<file path="config.mk">
export PLATFORM = sky130hd
export DESIGN_NAME = fighter_anim_sequencer
export DESIGN_NICKNAME = d
export VERILOG_FILES = /design/src/rtl/fighter_anim_sequencer.sv
export SDC_FILE = /design/constraint.sdc
export NUM_CORES = 1
export LEC_CHECK = 0
export ABC_CLOCK_PERIOD_IN_PS = 2290
export BUFFER_PORTS_ARGS = -buffer_cell sky130_fd_sc_hd__buf_2
export CORE_MARGIN = 2
export CORE_UTILIZATION = 48
export DETAILED_ROUTE_END_ITERATION = 8
export HOLD_SLACK_MARGIN = 0.1
export PLACE_DENSITY_LB_ADDON = 0.1
export SYNTH_ARGS = -nofsm -noshare
export SYNTH_HDL_FRONTEND = slang
export SYNTH_SLANG_ARGS = --single-unit
</file>
<file path="constraint.sdc">
create_clock -name clk -period 2.29 [get_ports clk]
set_clock_uncertainty 0.2 [all_clocks]
set_input_delay 0.1145 -clock clk [delete_from_list [all_inputs] [get_ports clk]]
set_output_delay 0.1145 -clock clk [all_outputs]
set_load 0.05 [all_outputs]
</file>
<file path="src/rtl/fighter_anim_sequencer.sv">
// Per-fighter animation scheduler: arbitrates attack/hit requests, holds frames
// for HOLD_TICKS animation ticks and sequences attack -> cooldown -> idle.
module fighter_anim_sequencer #(
    parameter int PUNCH_FRAMES   = 3,
    parameter int SP_FRAMES      = 3,
    parameter int HIT_FRAMES     = 3,
    parameter int HOLD_TICKS     = 1,
    parameter int COOLDOWN_TICKS = 2
) (
    input  logic       clk,
    input  logic       reset,
    input  logic       frame_tick,
    input  logic       req_punch,
    input  logic       req_special,
    input  logic       req_hit,
    input  logic       move_fwd,
    input  logic       move_back,
    output logic [2:0] character_state,
    output logic [1:0] move_state,
    output logic [1:0] frame_idx,
    output logic       busy,
    output logic       anim_done
);

    typedef enum logic [2:0] {
        S_IDLE, S_PUNCH, S_SPECIAL, S_HIT, S_COOLDOWN
    } state_t;

    localparam logic [1:0] PUNCH_LAST = 2'(PUNCH_FRAMES - 1);
    localparam logic [1:0] SP_LAST    = 2'(SP_FRAMES - 1);
    localparam logic [1:0] HIT_LAST   = 2'(HIT_FRAMES - 1);
    localparam logic [3:0] HOLD_LAST  = 4'(HOLD_TICKS - 1);
    localparam logic [3:0] CD_LAST    = 4'(COOLDOWN_TICKS - 1);

    state_t     state, state_nx;
    logic [3:0] hold_cnt, hold_nx;
    logic [3:0] cd_cnt, cd_nx;
    logic [1:0] frame_nx, last_frame;
    logic [2:0] cs_nx;
    logic [1:0] ms_nx;
    logic       done_nx;

    assign last_frame = (state == S_PUNCH)   ? PUNCH_LAST :
                        (state == S_SPECIAL) ? SP_LAST    : HIT_LAST;

    always_comb begin
        state_nx = state;
        hold_nx  = hold_cnt;
        cd_nx    = cd_cnt;
        frame_nx = frame_idx;
        done_nx  = 1'b0;
        case (state)
            S_IDLE: begin
                hold_nx  = '0;
                cd_nx    = '0;
                frame_nx = '0;
                if (req_hit)          state_nx = S_HIT;
                else if (req_special) state_nx = S_SPECIAL;
                else if (req_punch)   state_nx = S_PUNCH;
            end
            S_PUNCH, S_SPECIAL, S_HIT: begin
                if (frame_tick) begin
                    if (hold_cnt == HOLD_LAST) begin
                        hold_nx = '0;
                        if (frame_idx == last_frame) begin
                            done_nx  = 1'b1;
                            frame_nx = '0;
                            cd_nx    = '0;
                            state_nx = (state == S_HIT || COOLDOWN_TICKS == 0) ? S_IDLE : S_COOLDOWN;
                        end else begin
                            frame_nx = frame_idx + 2'd1;
                        end
                    end else begin
                        hold_nx = hold_cnt + 4'd1;
                    end
                end
                // A hit overrides any advance but anim_done above still stands
                if (req_hit) begin
                    state_nx = S_HIT;
                    frame_nx = '0;
                    hold_nx  = '0;
                end
            end
            S_COOLDOWN: begin
                if (frame_tick) begin
                    if (cd_cnt == CD_LAST) state_nx = S_IDLE;
                    else                   cd_nx    = cd_cnt + 4'd1;
                end
                if (req_hit) begin
                    state_nx = S_HIT;
                    frame_nx = '0;
                    hold_nx  = '0;
                end
            end
            default: state_nx = S_IDLE;
        endcase

        case (state_nx)
            S_PUNCH:   cs_nx = 3'b001;
            S_SPECIAL: cs_nx = 3'b010;
            S_HIT:     cs_nx = 3'b100;
            default:   cs_nx = 3'b000;
        endcase

        ms_nx = 2'b00;
        if (state_nx == S_IDLE) begin
            if (move_fwd && !move_back)      ms_nx = 2'b01;
            else if (move_back && !move_fwd) ms_nx = 2'b10;
        end
    end

    always_ff @(posedge clk) begin
        if (reset) begin
            state           <= S_IDLE;
            hold_cnt        <= '0;
            cd_cnt          <= '0;
            frame_idx       <= '0;
            character_state <= '0;
            move_state      <= '0;
            busy            <= 1'b0;
            anim_done       <= 1'b0;
        end else begin
            state           <= state_nx;
            hold_cnt        <= hold_nx;
            cd_cnt          <= cd_nx;
            frame_idx       <= frame_nx;
            character_state <= cs_nx;
            move_state      <= ms_nx;
            busy            <= (state_nx != S_IDLE);
            anim_done       <= done_nx;
        end
    end

endmodule

</file>
==> impl_metrics.env <==
export IMPL_setup_viol=0
export IMPL_hold_slack_ns=0.175
export IMPL_async_flop_share=0
export IMPL_worstSetupPathType="flip-flop to flip-flop"
export IMPL_cts_max_path_buffers=2
export IMPL_die_x_um=50.0
export IMPL_slowest_delay_ns=0.49
export IMPL_synth_nets=130
export IMPL_internal_power_uw=499
export IMPL_maxSlewViolCount=0
export IMPL_timing_critical_path_mode_cell="sky130_fd_sc_hd__or4_4"
export IMPL_rows=16
export IMPL_grt_first_pass_wirelength_um=3820
export IMPL_dpl_instance_area_sq_um=1120
export IMPL_comb_power_share=0.165
export IMPL_cts_root_buffer="sky130_fd_sc_hd__clkbuf_4"
export IMPL_grt_overflow_total=0
export IMPL_maximum_net_fanout_on_the_critical_path=3
export IMPL_worst_ir_drop_vdd_mv=0.392
export IMPL_part_of_the_total_power_dissipated_in_sequential_elements=0.530
export IMPL_r2r_end="frame_idx[1]"
export IMPL_synthesis_area_sq_um=1020
export IMPL_finalInstanceArea_sq_um=1240
export IMPL_fillers=179
export IMPL_layout_setup_ws_ns=0.0632
export IMPL_vias_per_cell=5.55
export IMPL_post_place_ws_ns=0.0455
export IMPL_clock_network_fraction_of_design_power=0.305
export IMPL_synth_edff_count=0
export IMPL_worstMarginPinSlew_ns=0.508
export IMPL_remaining_drc_errors=0
export IMPL_place_congestion=0.814
export IMPL_synth_adder_area_share=0.0493
export IMPL_maxSlewHeadroom=0.658
export IMPL_numCtsBuffers=3
export IMPL_crit_slowest_cell="sky130_fd_sc_hd__or4_4"
export IMPL_vias=933
export IMPL_tritoncts="built"
export IMPL_worst_hold_path_type="input port to flip-flop"
export IMPL_numPortBuffers=16
export IMPL_wp_data_required_ns=2.34
export IMPL_antenna_viol_nets_final=0
export IMPL_grt_max_degree=18
export IMPL_max_cap_violations=0
export IMPL_synthCells=118
export IMPL_worst_r2r_path_depth=6
export IMPL_cp_num_buf_inv=1
export IMPL_min_path_cells=5
export IMPL_design_portCount=17
export IMPL_yosysTopAreaCell="sky130_fd_sc_hd__dfxtp_1"
export IMPL_ys_warnings_count=0
export IMPL_seq_area_frac_synth=0.394
export IMPL_via_count_of_the_first_global_routing_pass=859
export IMPL_dominantRegCellSynth="sky130_fd_sc_hd__dfxtp_1"
export IMPL_clk_pin_slew_worst_paths_ns=0.12
export IMPL_timing_hold_worst_start="req_punch"
export IMPL_initial_antenna_violation_count=0
export IMPL_outcome="completed"
export IMPL_yosysUniqueCellTypes=36
export IMPL_finalSetupTns_ns=0
export IMPL_end_kind="flip-flop"
export IMPL_layout_min_cycle_time_ns=2.23
export IMPL_postCtsSetupRepairBufs=0
export IMPL_whs_endpoint="character_state[1]"
export IMPL_crit_reg2reg_launch="hold_cnt[0]"
export IMPL_start_kind="flip-flop"
export IMPL_nets=154
export IMPL_number_of_sinks_handled_by_clock_tree_synthesis=20
export IMPL_yosys_top_cells_area="sky130_fd_sc_hd__dfxtp_1, sky130_fd_sc_hd__ha_1, sky130_fd_sc_hd__nor2b_1"
export IMPL_hold_viol=0
export IMPL_synth_compound_gate_area_share=0.176
export IMPL_clk_insertion_delay_late_ns=0.31
export IMPL_power_share_switching=0.282
export IMPL_floorplan_core_area_sq_um=1980
export IMPL_clock_fmax_ghz=0.449
export IMPL_wl_um=2230
export IMPL_synth_simple_gate_area_frac=0.286
export IMPL_yosysTopAreaCellShare=0.394
export IMPL_cp_cell_sequence="inv_2 -> ha_1 -> or3b_4 -> or4_4 -> or4_4 -> a21oi_2"
export IMPL_arrival_ns=2.28
export IMPL_grt_setup_unrepaired="yes"
export IMPL_drt_pass1_iterations=4
export IMPL_average_instance_area_after_synthesis_sq_um=8.61
export IMPL_netsw_uw=196
export IMPL_number_of_synthesized_register_bits=20
export IMPL_gr_usage_all_layers=0.201
export IMPL_hpwlAfterDp_um=1580
export IMPL_area_delta_synth_final_pct=21.9
export IMPL_start_util=0.513
export IMPL_finalCritPeriodShare=0.972
export IMPL_rrSetupSlack_ns=0.06
export IMPL_die_height_um=50.0
export IMPL_route_detailed_wl_per_inst_um=13.3
export IMPL_fp_dieArea_sq_um=2500
export IMPL_p_leak_nw=0.476
export IMPL_num_antenna_cells=0
export IMPL_htree_levels=1
export IMPL_cellPowerDensity_nw_per_um2=561
export IMPL_drt_first_iter_violations=19
export IMPL_muxShareOfSynthArea=0.0209
export IMPL_post_synth_xor_area_fraction=0.0259
export IMPL_largest_family_of_logic_cells_by_synthesized_area="simple AND/OR/NAND/NOR gates"
export IMPL_post_route_cells_drive_above_1_share=0.220
export IMPL_critical_path_top_delay_family="simple AND/OR/NAND/NOR gates"
==> layout make-up <==
| type | instances | area [sq um] | area share |
|---|---|---|---|
| inverter | 8 | 30.0 | 0.0242 |
| multi-input combinational | 85 | 578 | 0.467 |
| timing repair buffer | 24 | 158 | 0.127 |
| sequential | 20 | 403 | 0.325 |
| clock buffer | 4 | 36.3 | 0.0293 |
| tap | 27 | 33.8 | 0.0273 |
==> synthesized netlist by cell type (3+ instances only) <==
master                     instances
sky130_fd_sc_hd__o211ai_1          3
sky130_fd_sc_hd__dfxtp_1          20
sky130_fd_sc_hd__nand2_1           5
sky130_fd_sc_hd__nand3_1           4
sky130_fd_sc_hd__ha_1              4
sky130_fd_sc_hd__nor4_1            3
sky130_fd_sc_hd__clkbuf_1          5
sky130_fd_sc_hd__nor2b_1           6
sky130_fd_sc_hd__or4_1             4
sky130_fd_sc_hd__nor3b_1           3
sky130_fd_sc_hd__nor2_1            9
sky130_fd_sc_hd__a21o_1            3
sky130_fd_sc_hd__nor3_1            7
sky130_fd_sc_hd__inv_1             8
sky130_fd_sc_hd__xnor2_1           3
sky130_fd_sc_hd__o21ai_0           4
sky130_fd_sc_hd__a21oi_1           4
==> metal layers <==
layer | wire [um] | share of wire | up-vias | track usage
met5 | 0 | 0 | - | 0
li1 | - | - | 477 | -
met3 | 72 | 0.032 | 5 | 0.0364
met4 | 42 | 0.019 | 0 | 0.0833
met2 | 991 | 0.44 | 17 | 0.300
met1 | 1130 | 0.50 | 434 | 0.281
==> layout by cell type (no fill, tap or decap), drive strengths merged, types with 2 or more instances in the layout <==
cell type and instances:
nor3 7, a21oi 4, a31oi 2, nor2 9, o21ai 4, nor3b 3, nand2 5, nor4 3
a211oi 2, nand2b 2, xnor2 3, inv 8, dfxtp 20, buf 17, or3b 2, a21o 3
nor2b 6, a311oi 2, ha 4, dlygate4sd3 7, or4 4, o211ai 3, nand3 4, clkbuf 4
==> power by group through the flow <==
stage	registers, mW	clock network [mW]	logic, mW
2_1_floorplan	0.398	0	0.0537
3_3_place_gp	0.376	0	0.100
3_5_place_dp	0.376	0	0.101
4_1_cts	0.368	0.217	0.111
5_1_grt	0.370	0.230	0.125
6_report	0.369	0.212	0.114
==> tightest hold or removal path: stages <==
cell and delay, ns:
sky130_fd_sc_hd__buf_2 0.07, sky130_fd_sc_hd__nor2b_1 0.11, sky130_fd_sc_hd__a311oi_1 0.12, sky130_fd_sc_hd__o211ai_1 0.18
sky130_fd_sc_hd__nor2_1 0.05
==> metrics by stage <==
stage                     total power [mW]  std cells  utilization
final                                0.695        168        0.625
after global routing                 0.726        168        0.625
after CTS                            0.696        168        0.618
after detailed placement             0.477        157        0.564
after global placement               0.476        157        0.564
after floorplan                      0.452        118            -
==> worst max-delay path by stage <==
| stage | start | cells past startpoint | end | slack (ns) |
|---|---|---|---|---|
| after floorplan | hold_cnt[0] | 6 | frame_idx[0] | 0.14 |
| after global placement | hold_cnt[0] | 6 | frame_idx[1] | 0.08 |
| after detailed placement | hold_cnt[0] | 6 | frame_idx[1] | 0.05 |
| after CTS | hold_cnt[0] | 6 | frame_idx[1] | 0.004 |
| after global routing | hold_cnt[0] | 6 | frame_idx[1] | -0.008 |
| final | hold_cnt[0] | 6 | frame_idx[1] | 0.06 |
==> registers in the layout, indices dropped and copies added (netlist names) <==
register	count
state	3
move_state	2
character_state	3
cd_cnt	4
hold_cnt	4
busy	1
anim_done	1
frame_idx	2
==> logic make-up (layout without fill, tap and decap cells) <==
| kind of cell | after synthesis | after routing |
|---|---|---|
| AOI/OAI and AO/OA | 26 | 26 |
| xor gates and xnor gates | 3 | 3 |
| adders and majority gates | 4 | 4 |
| buffers and inverters | 13 | 36 |
| DFF | 20 | 20 |
| muxes | 2 | 2 |
| and+or+nand+nor | 50 | 50 |
==> repair_timing <==
action                                  4_1_cts  5_1_grt
endpoints found under the hold margin        17        0
hold buffers                                  7        0
resized for setup                             0        6
endpoints found under the setup margin        0        3
Note: power is estimated with default switching activity, not from simulation.
